[config.mk]
export PLATFORM = sky130hd
export DESIGN_NAME = sd_block_fifo
export DESIGN_NICKNAME = d
export VERILOG_FILES = /design/src/rtl/sd_block_fifo_pkg.sv /design/src/rtl/sd_fifo_mem.sv /design/src/rtl/sd_block_fifo.sv
export SDC_FILE = /design/constraint.sdc
export NUM_CORES = 1
export LEC_CHECK = 0
export CORE_ASPECT_RATIO = 0.7
export CORE_MARGIN = 2
export CORE_UTILIZATION = 51
export DETAILED_ROUTE_END_ITERATION = 8
export PLACE_DENSITY_LB_ADDON = 0.1
export SLEW_MARGIN = 30
export SYNTH_ARGS = -nofsm -noshare
export SYNTH_HDL_FRONTEND = slang
export SYNTH_HIERARCHICAL = 1
export SYNTH_SLANG_ARGS = --single-unit
export TNS_END_PERCENT = 5
[constraint.sdc]
create_clock -name CLK -period 6.85 [get_ports CLK]
set_input_delay 2.055 -clock CLK [delete_from_list [all_inputs] [get_ports CLK]]
set_output_delay 2.055 -clock CLK [all_outputs]
set_load 0.01 [all_outputs]
[src/rtl/sd_block_fifo_pkg.sv]
// Shared defaults and accounting-state encodings for the SD host block FIFO.
package sd_block_fifo_pkg;

  localparam int DEF_DATA_W = 32;
  localparam int DEF_DEPTH  = 16;

  typedef enum logic [1:0] {
    ST_IDLE  = 2'd0,
    ST_COUNT = 2'd1,
    ST_DONE  = 2'd2
  } acct_state_t;

endpackage

[src/rtl/sd_fifo_mem.sv]
// DEPTH x DATA_W storage: one synchronous write port, one registered read port.
module sd_fifo_mem #(
  parameter int DATA_W = 32,
  parameter int DEPTH  = 16,
  parameter int AW     = $clog2(DEPTH)
) (
  input  logic              clk,
  input  logic              rst_n,
  input  logic              clr,
  input  logic              we,
  input  logic [AW-1:0]     waddr,
  input  logic [DATA_W-1:0] wdata,
  input  logic              re,
  input  logic [AW-1:0]     raddr,
  output logic [DATA_W-1:0] rdata
);

  logic [DATA_W-1:0] mem [DEPTH];

  always_ff @(posedge clk) begin
    if (we) mem[waddr] <= wdata;
  end

  // Read register holds its value when no read is accepted.
  always_ff @(posedge clk or negedge rst_n) begin
    if (!rst_n)   rdata <= '0;
    else if (clr) rdata <= '0;
    else if (re)  rdata <= mem[raddr];
  end

endmodule

[src/rtl/sd_block_fifo.sv]
// Single-clock FIFO between ADMA and DAT logic with watermarks, sticky errors
// and read-side block/transfer accounting.
// Handshake: a write is taken when wr_en && !full, a read when rd_en && !empty;
// read data appears with rd_valid one cycle after the accepted read.
module sd_block_fifo
  import sd_block_fifo_pkg::*;
#(
  parameter int DATA_W   = DEF_DATA_W,
  parameter int DEPTH    = DEF_DEPTH,
  parameter int BLK_W    = 12,
  parameter int CNT_W    = 16,
  parameter int AF_LEVEL = DEPTH - 2,
  parameter int AE_LEVEL = 2,
  parameter int AW       = $clog2(DEPTH)
) (
  input  logic              CLK,
  input  logic              rst_L,
  input  logic              flush,
  input  logic              start,
  input  logic [BLK_W-1:0]  blk_words,
  input  logic [CNT_W-1:0]  blk_count,
  input  logic              wr_en,
  input  logic [DATA_W-1:0] wr_data,
  input  logic              rd_en,
  output logic [DATA_W-1:0] rd_data,
  output logic              rd_valid,
  output logic              full,
  output logic              empty,
  output logic              almost_full,
  output logic              almost_empty,
  output logic [AW:0]       level,
  output logic              blk_done,
  output logic              xfer_done,
  output logic              overflow,
  output logic              underflow,
  output acct_state_t       acct_state
);

  localparam logic [AW:0] AF_L = (AW+1)'(AF_LEVEL);
  localparam logic [AW:0] AE_L = (AW+1)'(AE_LEVEL);

  logic [AW:0]      wr_ptr, rd_ptr;
  logic             wr_acc, rd_acc;
  logic [BLK_W-1:0] blk_words_q, word_cnt, word_cnt_nxt;
  logic [CNT_W-1:0] blk_count_q, blk_cnt, blk_cnt_nxt;
  logic             count_en, blk_end, last_blk;
  acct_state_t      state_q, state_d;

  // Pointers carry an extra wrap bit so full and empty are distinguishable.
  assign full         = (wr_ptr[AW] != rd_ptr[AW]) && (wr_ptr[AW-1:0] == rd_ptr[AW-1:0]);
  assign empty        = (wr_ptr == rd_ptr);
  assign level        = wr_ptr - rd_ptr;
  assign almost_full  = (level >= AF_L);
  assign almost_empty = (level <= AE_L);

  assign wr_acc = wr_en && !full && !flush;
  assign rd_acc = rd_en && !empty && !flush;

  assign word_cnt_nxt = word_cnt + BLK_W'(1);
  assign blk_cnt_nxt  = blk_cnt + CNT_W'(1);
  assign count_en     = rd_acc && !start && (state_q == ST_COUNT) && (blk_words_q != '0);
  assign blk_end      = count_en && (word_cnt_nxt == blk_words_q);
  assign last_blk     = (blk_count_q != '0) && (blk_cnt_nxt == blk_count_q);

  assign xfer_done  = (state_q == ST_DONE);
  assign acct_state = state_q;

  sd_fifo_mem #(.DATA_W(DATA_W), .DEPTH(DEPTH), .AW(AW)) u_mem (
    .clk   (CLK),
    .rst_n (rst_L),
    .clr   (flush),
    .we    (wr_acc),
    .waddr (wr_ptr[AW-1:0]),
    .wdata (wr_data),
    .re    (rd_acc),
    .raddr (rd_ptr[AW-1:0]),
    .rdata (rd_data)
  );

  always_ff @(posedge CLK or negedge rst_L) begin
    if (!rst_L) begin
      wr_ptr    <= '0;
      rd_ptr    <= '0;
      rd_valid  <= 1'b0;
      overflow  <= 1'b0;
      underflow <= 1'b0;
    end else if (flush) begin
      wr_ptr    <= '0;
      rd_ptr    <= '0;
      rd_valid  <= 1'b0;
      overflow  <= 1'b0;
      underflow <= 1'b0;
    end else begin
      if (wr_acc) wr_ptr <= wr_ptr + 1'b1;
      if (rd_acc) rd_ptr <= rd_ptr + 1'b1;
      rd_valid <= rd_acc;
      if (wr_en && full)  overflow  <= 1'b1;
      if (rd_en && empty) underflow <= 1'b1;
    end
  end

  always_ff @(posedge CLK or negedge rst_L) begin
    if (!rst_L) begin
      blk_words_q <= '0;
      blk_count_q <= '0;
      word_cnt    <= '0;
      blk_cnt     <= '0;
      blk_done    <= 1'b0;
    end else if (flush) begin
      blk_words_q <= '0;
      blk_count_q <= '0;
      word_cnt    <= '0;
      blk_cnt     <= '0;
      blk_done    <= 1'b0;
    end else if (start) begin
      blk_words_q <= blk_words;
      blk_count_q <= blk_count;
      word_cnt    <= '0;
      blk_cnt     <= '0;
      blk_done    <= 1'b0;
    end else begin
      blk_done <= blk_end;
      if (count_en) begin
        word_cnt <= blk_end ? '0 : word_cnt_nxt;
        if (blk_end) blk_cnt <= blk_cnt_nxt;
      end
    end
  end

  always_ff @(posedge CLK or negedge rst_L) begin
    if (!rst_L) state_q <= ST_IDLE;
    else        state_q <= state_d;
  end

  always_comb begin
    state_d = state_q;
    if (flush)                                        state_d = ST_IDLE;
    else if (start)                                   state_d = ST_COUNT;
    else if (state_q == ST_COUNT && blk_end && last_blk) state_d = ST_DONE;
  end

endmodule

After elaboration in Yosys (flattened, before gate mapping)
Memories as Yosys holds them, arrays and structs flattened. Cells that the tools add are included.

Logic and storage cells: 86. Output and inout bits: 48. Bits in registers: 104. Input port bits: 66. Memories: 1. Memory bits (writable): 512.

Memory list: u_mem.mem (words 16, width 32, rd ports 1, clocked after memory_dff 0, write ports 1, line sd_fifo_mem.sv:18) `logic [DATA_W-1:0] mem [DEPTH];`.

Muxes and demuxes: 30. Order comparisons: 2. Reductions and logical operators: 29. Eq/ne operators: 7. $add $sub $neg: 5.

Operators with widths (count): 2-to-1 mux 16 bit (6); 2-to-1 mux 12 bit (6); 2-to-1 mux 32 bit (2); 2-to-1 mux 5 bit (4); adder 16 x 1 -> 16 bit, second input constant (1); == test 16 bit (1); nonzero test 16 bit (1); logical AND 1 bit (14); adder 12 x 1 -> 12 bit, second input constant (1); == test 12 bit (1); nonzero test 12 bit (1); adder 5 x 1 -> 5 bit, second input constant (2); nonzero test 2 bit (5); 2-to-1 mux 1 bit (9); nonzero test 3 bit (3); 2-to-1 mux 2 bit (3); == test 5 bit (1); greater-or-equal comparator 5 x 4 -> 1 bit, second input constant (1); <= comparator 5 x 2 -> 1 bit, second input constant (1); subtractor 5 bit (1); == test 4 bit (1); logical NOT 1 bit (4); == test 2 x 1 -> 1 bit, second input constant (1); == test 2 bit, second input constant (1); other kinds (2) (2).

Longest topological paths before layout
Gate-level depths: netlist of the first run.

Depth after elaboration: 13. Depth in mapped cells: 11. Depth with buffers taken out: 9.

By module
The synthesis of the first run kept the hierarchy.

By module, submodules not included: sd_fifo_mem (cells each 1216, area an instance 21175.3 um^2, seq. area each 16175.5 um^2, times used 1); sd_block_fifo (cells each 478, area an instance 4408.0 um^2, seq. area each 1801.7 um^2, times used 1).

Worst setup path before layout of the first run
No wires, ideal clock.

Path type: input -> register. Start: input port wr_en. End: memory u_mem.mem[0][0] (enable). Path buffers: 1. Stages on the path: 5. Data required time: 6389 ps. Slack: 1055 ps. Arrival time: 5334 ps. Setup time: 461 ps. Cell sequence: nor2b_1 -> clkbuf_1 -> nor2b_1 -> or3b_2 -> nor3_1.

Word-level cells in the longest chain between the ends: 4.

Ends and longest elaborated chain: start: declaration (line sd_block_fifo.sv:22) `input logic wr_en,`; logical AND 1 bit (2 in series) (line sd_block_fifo.sv:56) `assign wr_acc = wr_en && !full && !flush;`; named net wr_acc (line sd_block_fifo.sv:43) `logic wr_acc, rd_acc;`; 2-to-1 mux 1 bit (line sd_fifo_mem.sv:21) `if (we) mem[waddr] <= wdata;`; 2-to-1 mux 1 bit (not written as such) (line sd_fifo_mem.sv:21); end: declaration (line sd_fifo_mem.sv:18).

The timed path passes the listed nets, and every way through them passes these cells.

Final worst setup path of the first run
Start: register rd_ptr[0]. End: output port almost_empty.

Word-level cells in the longest chain between the ends: 2.

Ends and longest elaborated chain: start: declaration (line sd_block_fifo.sv:42) `logic [AW:0] wr_ptr, rd_ptr;`; start signal: assignment (line sd_block_fifo.sv:95) `if (rd_acc) rd_ptr <= rd_ptr + 1'b1;`; subtractor 5 bit (line sd_block_fifo.sv:52) `assign level = wr_ptr - rd_ptr;`; <= comparator 5 x 2 -> 1 bit (line sd_block_fifo.sv:54) `assign almost_empty = (level <= AE_L);`; end: declaration (line sd_block_fifo.sv:30) `output logic almost_empty,`.

No other way between the ends.

==> results of run 1 <==
path summary, 6_finish.rpt:
| check | startpoint | end | slack (ps) |
|---|---|---|---|
| min | u_mem/rdata[9]$_DFFE_PN0P_ | u_mem/rdata[9]$_DFFE_PN0P_ | 480 |
| min reg2reg | u_mem/rdata[9]$_DFFE_PN0P_ | u_mem/rdata[9]$_DFFE_PN0P_ | 480 |
| max | rd_ptr[0]$_DFFE_PN0P_ | almost_empty | 1070 |
| max reg2reg | rd_ptr[0]$_DFFE_PN0P_ | u_mem/mem[6][5]$_DFFE_PP_ | 2530 |
| max in group asynchronous | rst_L | rd_ptr[0]$_DFFE_PN0P_ | 4270 |
| min in group asynchronous | rst_L | u_mem/rdata[7]$_DFFE_PN0P_ | 1470 |
layer usage:
layer	wire, um	vias up	part of all wire, %	track usage, %
met4	934	0	1.5	5.43
li1	-	6711	-	-
met2	26600	440	44	35.0
met5	0	-	0	0
met3	3530	65	5.8	3.77
met1	29500	7563	49	37.0
layout by cell type (no fill, tap or decap), types with 4 or more instances in the layout:
cell / instances
buf_4: 23
inv_1: 22
nand3_1: 111
mux2i_1: 289
clkinv_2: 11
xnor2_1: 32
bufinv_16: 7
nor3_2: 4
xor2_1: 17
nand4_1: 12
nor2_4: 14
clkbuf_16: 59
clkinvlp_4: 7
nor2_1: 64
clkbuf_1: 5
nand2b_1: 5
clkinv_1: 15
nor2b_1: 5
clkdlybuf4s50_1: 110
nand2_1: 124
a221o_1: 7
inv_6: 4
nor4_1: 14
and3_1: 11
a31oi_1: 5
a21oi_1: 43
edfxtp_1: 512
and2_1: 6
o21ai_0: 27
dfrtp_1: 103
a21oi_2: 31
nor3_1: 16
ha_1: 9
and4_1: 4
buf_16: 15
a22oi_1: 64
area by class of cell:
type / count / area (um^2)
Timing Repair Buffer: 153 / 1750
Fill cell: 3722 / 19800
Multi-Input combinational cell: 966 / 7030
Clock inverter: 45 / 429
Tap cell: 665 / 832
Sequential cell: 616 / 18000
Inverter: 22 / 82.6
Clock buffer: 65 / 1510
per-stage QoR:
| step | utilization [%] | setup WS (ps) |
|---|---|---|
| global route | 59.9 | 728 |
| finish | 59.9 | 1070 |
| floorplan | - | 1060 |
| global placement | 55.1 | 1590 |
| CTS | 59.8 | 978 |
| detailed placement | 55.9 | 1620 |
power breakdown:
part,internal (mW),switching [mW],total [mW]
sequential,4.12,0.0666,4.19
clock,1.86,1.42,3.27
combinational,0.472,0.607,1.08
total,6.45,2.09,8.54
worst reg2reg max path, cell delays in order, from the launching register on:
cell and delay (ps):
dfrtp_4 790, ha_1 370, and4_1 270, nor2b_1 200, nor2b_1 430, nor2b_1 340, nand3b_1 370, nor2_4 880
buf_4 350
cell families after synthesis:
family	count (synthesis)
fa+ha+maj	10
mux	290
xor+xnor	49
simple gates	413
buf+inv	112
flops	616
compound gates	204
sequential cells by signal, summed over array words and instances (netlist names):
signal and cells:
acct_state 2, blk_cnt 16, blk_count_q 16, blk_done 1
blk_words_q 12, overflow 1, rd_ptr 5, rd_valid 1
u_mem/mem 512, u_mem/rdata 32, underflow 1, word_cnt 12
wr_ptr 5
==> impl_metrics.tcl, run 1 <==
set metrics [dict create \
    cts-root-buf "clkbuf_16" \
    grt_max_degree 66 \
    end_kind "output pin" \
    cts.clk_slew.worst_paths_ps 70 \
    grt_usage_pct 23.7 \
    antenna_found_initial 0 \
    yosys.area.top_type "edfxtp_1" \
    critical_path_buf_inv_count 2 \
    postRouteAntennaNets 0 \
    worst_clock_skew_ps 26.3 \
    maxCapViolCount 0 \
    diodes 0 \
    yosys_register_bits 616 \
    htree_levels 2 \
    irDropWorstVdd_uv 227 \
    finalCriticalPeriod_ps 5780 \
    insertion_delay_ps 620 \
    vias_per_cell 5.84 \
    synthMuxAreaShare_pct 11.4 \
    worstSetupPathType "register to output pin" \
    drc 0 \
    slowest_delay_ps 790 \
    grt_pass1_vias 14700 \
    wl_um 60500 \
    synth-async-reset-ratio_pct 16.9 \
    overflow 0 \
    path_depth 8 \
    placed_area_um2 27600 \
    die_w_um 272 \
    yosys.area.top_type_share_pct 60.1 \
    stdcell_area_um2 29600 \
    synth_area_leaders "edfxtp_1, mux2i_1, dfrtp_1" \
    p_leak_nw 10.1 \
    instances_no_fill 2532 \
    yosys_warnings 6 \
    synthAdderAreaFrac_pct 0.518 \
    status "completed" \
    dp_cells 2421 \
    arrival_ps 3730 \
    rsz0062_at_grt "false" \
    syn-num-nets 1770 \
    synth_cell_types 68 \
    powerDensity_nw_per_um2 288 \
    hold_viol_final 0 \
    cts.sink_count 616 \
    cts_buffer_depth 3 \
    final.setup.tns_ps 0 \
    start_util_pct 51.8 \
    num_vias 14800 \
    hold_class "register to register" \
    routedWlPerCell_um 23.9 \
    synth_simple_gate_area_share_pct 7.77 \
    p_total_mw 8.54 \
    ys_seq_area_share_pct 70.3 \
    synth-compound-area-share_pct 5.58 \
    port_buffers 113 \
    cts_tree "yes" \
    grt_pass1_wl_um 92800 \
    cts_resized 0 \
    synthTopCellsByCount "edfxtp_1, mux2i_1, nand2_1, nand3_1, dfrtp_1" \
    crit_path_cell_trace "ha_1 > inv_1 > fa_1 > a21o_1 > a21oi_1 > xnor2_1 > a2111oi_0 > clkdlybuf4s50_1" \
    critical_path.top_delay_family "compound AO/OA/AOI/OAI gates" \
    synth-xor-area-share_pct 1.68 \
    drt_iter0_drc 1248 \
    syn_area_per_cell_um2 15.1 \
    post_cts_buffers 0 \
    die-height_um 191 \
    place.gp.congestion 0.826 \
    syn_to_final_growth_pct 15.7 \
    dieArea_um2 52000 \
    worst_pin_slew_ps 1030 \
    fp-row-count 68 \
    synth-edff-count 512 \
    slew_viol_final 0 \
    dpl.hpwl_um 36500 \
    syn_inst 1694 \
    critical_path_required_ps 4800 \
    ys.flop_type "edfxtp_1" \
    cts_buffers 58 \
    period_share_pct 84.4 \
    r2r_cells 8 \
    yosys.cell_count.top_type "edfxtp_1" \
    ctsHoldBuffers 0 \
    drtPass1Iterations 6 \
    synth_top_family_by_area "multiplexers" \
    mappedNetlistArea_um2 25600 \
    core-area_um2 49400 \
    fin_nets 1893 \
    max_freq_mhz 173 \
    hold_depth 2 \
    hold_ws_ps 483 \
    drive_gt1_share_pct 10.4 \
    setup_viol 0 \
    relSlewSlack_pct 31.3 \
    critPathLaunchType "register" \
    io_pins 114 \
    cp_max_fo 30 \
    crit_path_top_delay_cell "dfrtp_4" \
]
Note: power is estimated with default switching activity, not from simulation.
==> run 2: changes to the inputs <==
clock period = 4.9 ns   (was 6.85 ns; I/O delays follow)
==> run 2 against run 1 <==
Against the previous run: cell area decreased by 0.62%; clock-buffer cell count rose by 22; register-to-register slack worse by 1200 ps; first-iteration DRC count shrank 9.6%; sequential power is 39% higher; sequential share of layout area up 0.38 points; combinational power is 41% higher; power is 38% higher; non-clock buffer count rose by 6; sequential cell count stayed put; global-route usage down 1.7 points; clock power is 36% higher; critical path type unchanged; largest power group unchanged; highest routed layer unchanged.
==> impl_metrics.tcl, run 2 (synthesized netlist as in run 1, its figures left out) <==
set metrics [dict create \
    status "completed" \
    drive_gt1_share_pct 10.5 \
    start_util_pct 51.8 \
    reg_top3 "u_mem/mem (512), u_mem/rdata (32)" \
    cts.sink_count 616 \
    dieArea_um2 52000 \
    syn_to_final_growth_pct 15.0 \
    drtPass1Iterations 5 \
    largest_reg_flops 512 \
    cts_buffer_depth 3 \
    cp_max_fo 11 \
    powerDensity_nw_per_um2 401 \
    hold_ws_ps 484 \
    slew_viol_final 0 \
    cts.clk_slew.worst_paths_ps 60 \
    top_register "u_mem/mem" \
    crit_top_cell "inv_1" \
    antenna_found_initial 0 \
    max_freq_mhz 211 \
    diodes 0 \
    multi_input_area_um2 7030 \
    place.gp.congestion 0.861 \
    die-height_um 191 \
    arrival_ps 3270 \
    critical_path_buf_inv_count 3 \
    final_cell_mix "edfxtp_1, mux2i_1, nand2_1, nand3_1, clkdlybuf4s50_1" \
    worstSetupPathType "register to output pin" \
    wl_um 56700 \
    hold_class "register to register" \
    port_buffers 113 \
    grt_usage_pct 22.1 \
    critical_path_required_ps 3430 \
    hold_depth 2 \
    cts-root-buf "clkbuf_16" \
    final.setup.tns_ps 0 \
    num_vias 14600 \
    die_w_um 272 \
    crit_path_cell_trace "inv_1 > ha_1 > inv_1 > fa_1 > a21o_1 > a21oi_1 > xnor2_1 > a2111oi_0 > clkdlybuf4s50_1" \
    routedWlPerCell_um 22.4 \
    cts_buffers 57 \
    cts_tree "yes" \
    postRouteAntennaNets 0 \
    r2r_cells 10 \
    worst_pin_slew_ps 859 \
    drt_iter0_drc 1128 \
    grt_pass1_vias 14100 \
    fp-row-count 68 \
    relSlewSlack_pct 42.7 \
    nFillCells 3777 \
    insertion_delay_ps 590 \
    maxCapViolCount 0 \
    htree_levels 2 \
    hold_viol_final 0 \
    period_share_pct 96.8 \
    grt_max_degree 111 \
    critPathLaunchType "register" \
    rsz0062_at_grt "false" \
    dp_slack_ps 691 \
    io_pins 114 \
    p_leak_nw 10.1 \
    vias_per_cell 5.76 \
    worst_clock_skew_ps 21.1 \
    slowest_delay_ps 610 \
    ctsHoldBuffers 0 \
    critical_path.top_delay_family "buffers and inverters" \
    timing.final.ws_setup_ps 156 \
    drc 0 \
    overflow 0 \
    setup_viol 0 \
    fin_nets 1898 \
    grt_pass1_wl_um 87400 \
    end_kind "output pin" \
    regArea_um2 18000 \
    dpl.hpwl_um 33800 \
    core-area_um2 49400 \
    finalCriticalPeriod_ps 4740 \
    crit_path_top_delay_cell "clkdlybuf4s50_1" \
    path_depth 9 \
    post_cts_buffers 0 \
    final_common_cell "edfxtp_1" \
    irDropWorstVdd_uv 282 \
]
run 2: cell types whose count changed in the layout (fill, tap and decap cells not counted), sizes merged:
| cell | delta |
|---|---|
| inv | -5 |
| buf | +6 |
| bufinv | -2 |
| clkbuf | +22 |
| clkinv | -12 |
| clkinvlp | -6 |
run 2: what timing repair did:
action / CTS / global route
resized for setup: 0 / 1
hold endpoints to repair: 0 / 0
setup endpoints to repair: 0 / 1
run 2: worst reg2reg max path: stages (launching register included):
cell,delay [ps]
dfrtp_1,540
inv_1,130
ha_1,350
and4_1,240
nor2b_1,180
nor2b_1,170
buf_4,170
nor2b_1,270
or3b_2,620
nor2_4,380
buf_12,250
run 2: layer usage:
layer / up-vias / routed length [um] / track usage [%]
met5: - / 0 / 0
met4: 0 / 777 / 3.87
met1: 7485 / 27900 / 34.5
met2: 334 / 25300 / 33.3
li1: 6709 / - / -
met3: 65 / 2770 / 3.24
run 2: final timing paths:
kind,from,endpoint,slack (ps)
max,wr_ptr[0]$_DFFE_PN0P_,almost_empty,160
min,u_mem/rdata[29]$_DFFE_PN0P_,u_mem/rdata[29]$_DFFE_PN0P_,480
max reg2reg,rd_ptr[2]$_DFFE_PN0P_,u_mem/mem[2][31]$_DFFE_PP_,1290
min reg2reg,u_mem/rdata[29]$_DFFE_PN0P_,u_mem/rdata[29]$_DFFE_PN0P_,480
max in group asynchronous,rst_L,wr_ptr[0]$_DFFE_PN0P_,3180
min in group asynchronous,rst_L,rd_ptr[0]$_DFFE_PN0P_,910
run 2: stage by stage:
step           utilization [%]  power (mW)  std cells  instance area [um^2]
2_1_floorplan                -        7.04       1694                 25600
3_3_place_gp              55.5        7.43       2425                 27400
3_5_place_dp              55.6        7.45       2427                 27500
4_1_cts                   59.5        11.9       2534                 29400
5_1_grt                   59.5        12.2       2535                 29400
6_report                  59.5        11.8       2535                 29400
run 2: power by group:
part / switching [mW] / internal, mW
clock network: 1.86 / 2.59
logic: 0.842 / 0.679
registers: 0.0599 / 5.76
run 2: cell type report:
class                   count  share of cell area, %
inverters                  22                  0.281
clock buffers              87                   5.64
flip-flops and latches    616                   61.1
multi-input cells         966                   23.9
clock inverters            20                  0.812
repair buffers            159                   5.41
well taps                 665                   2.83
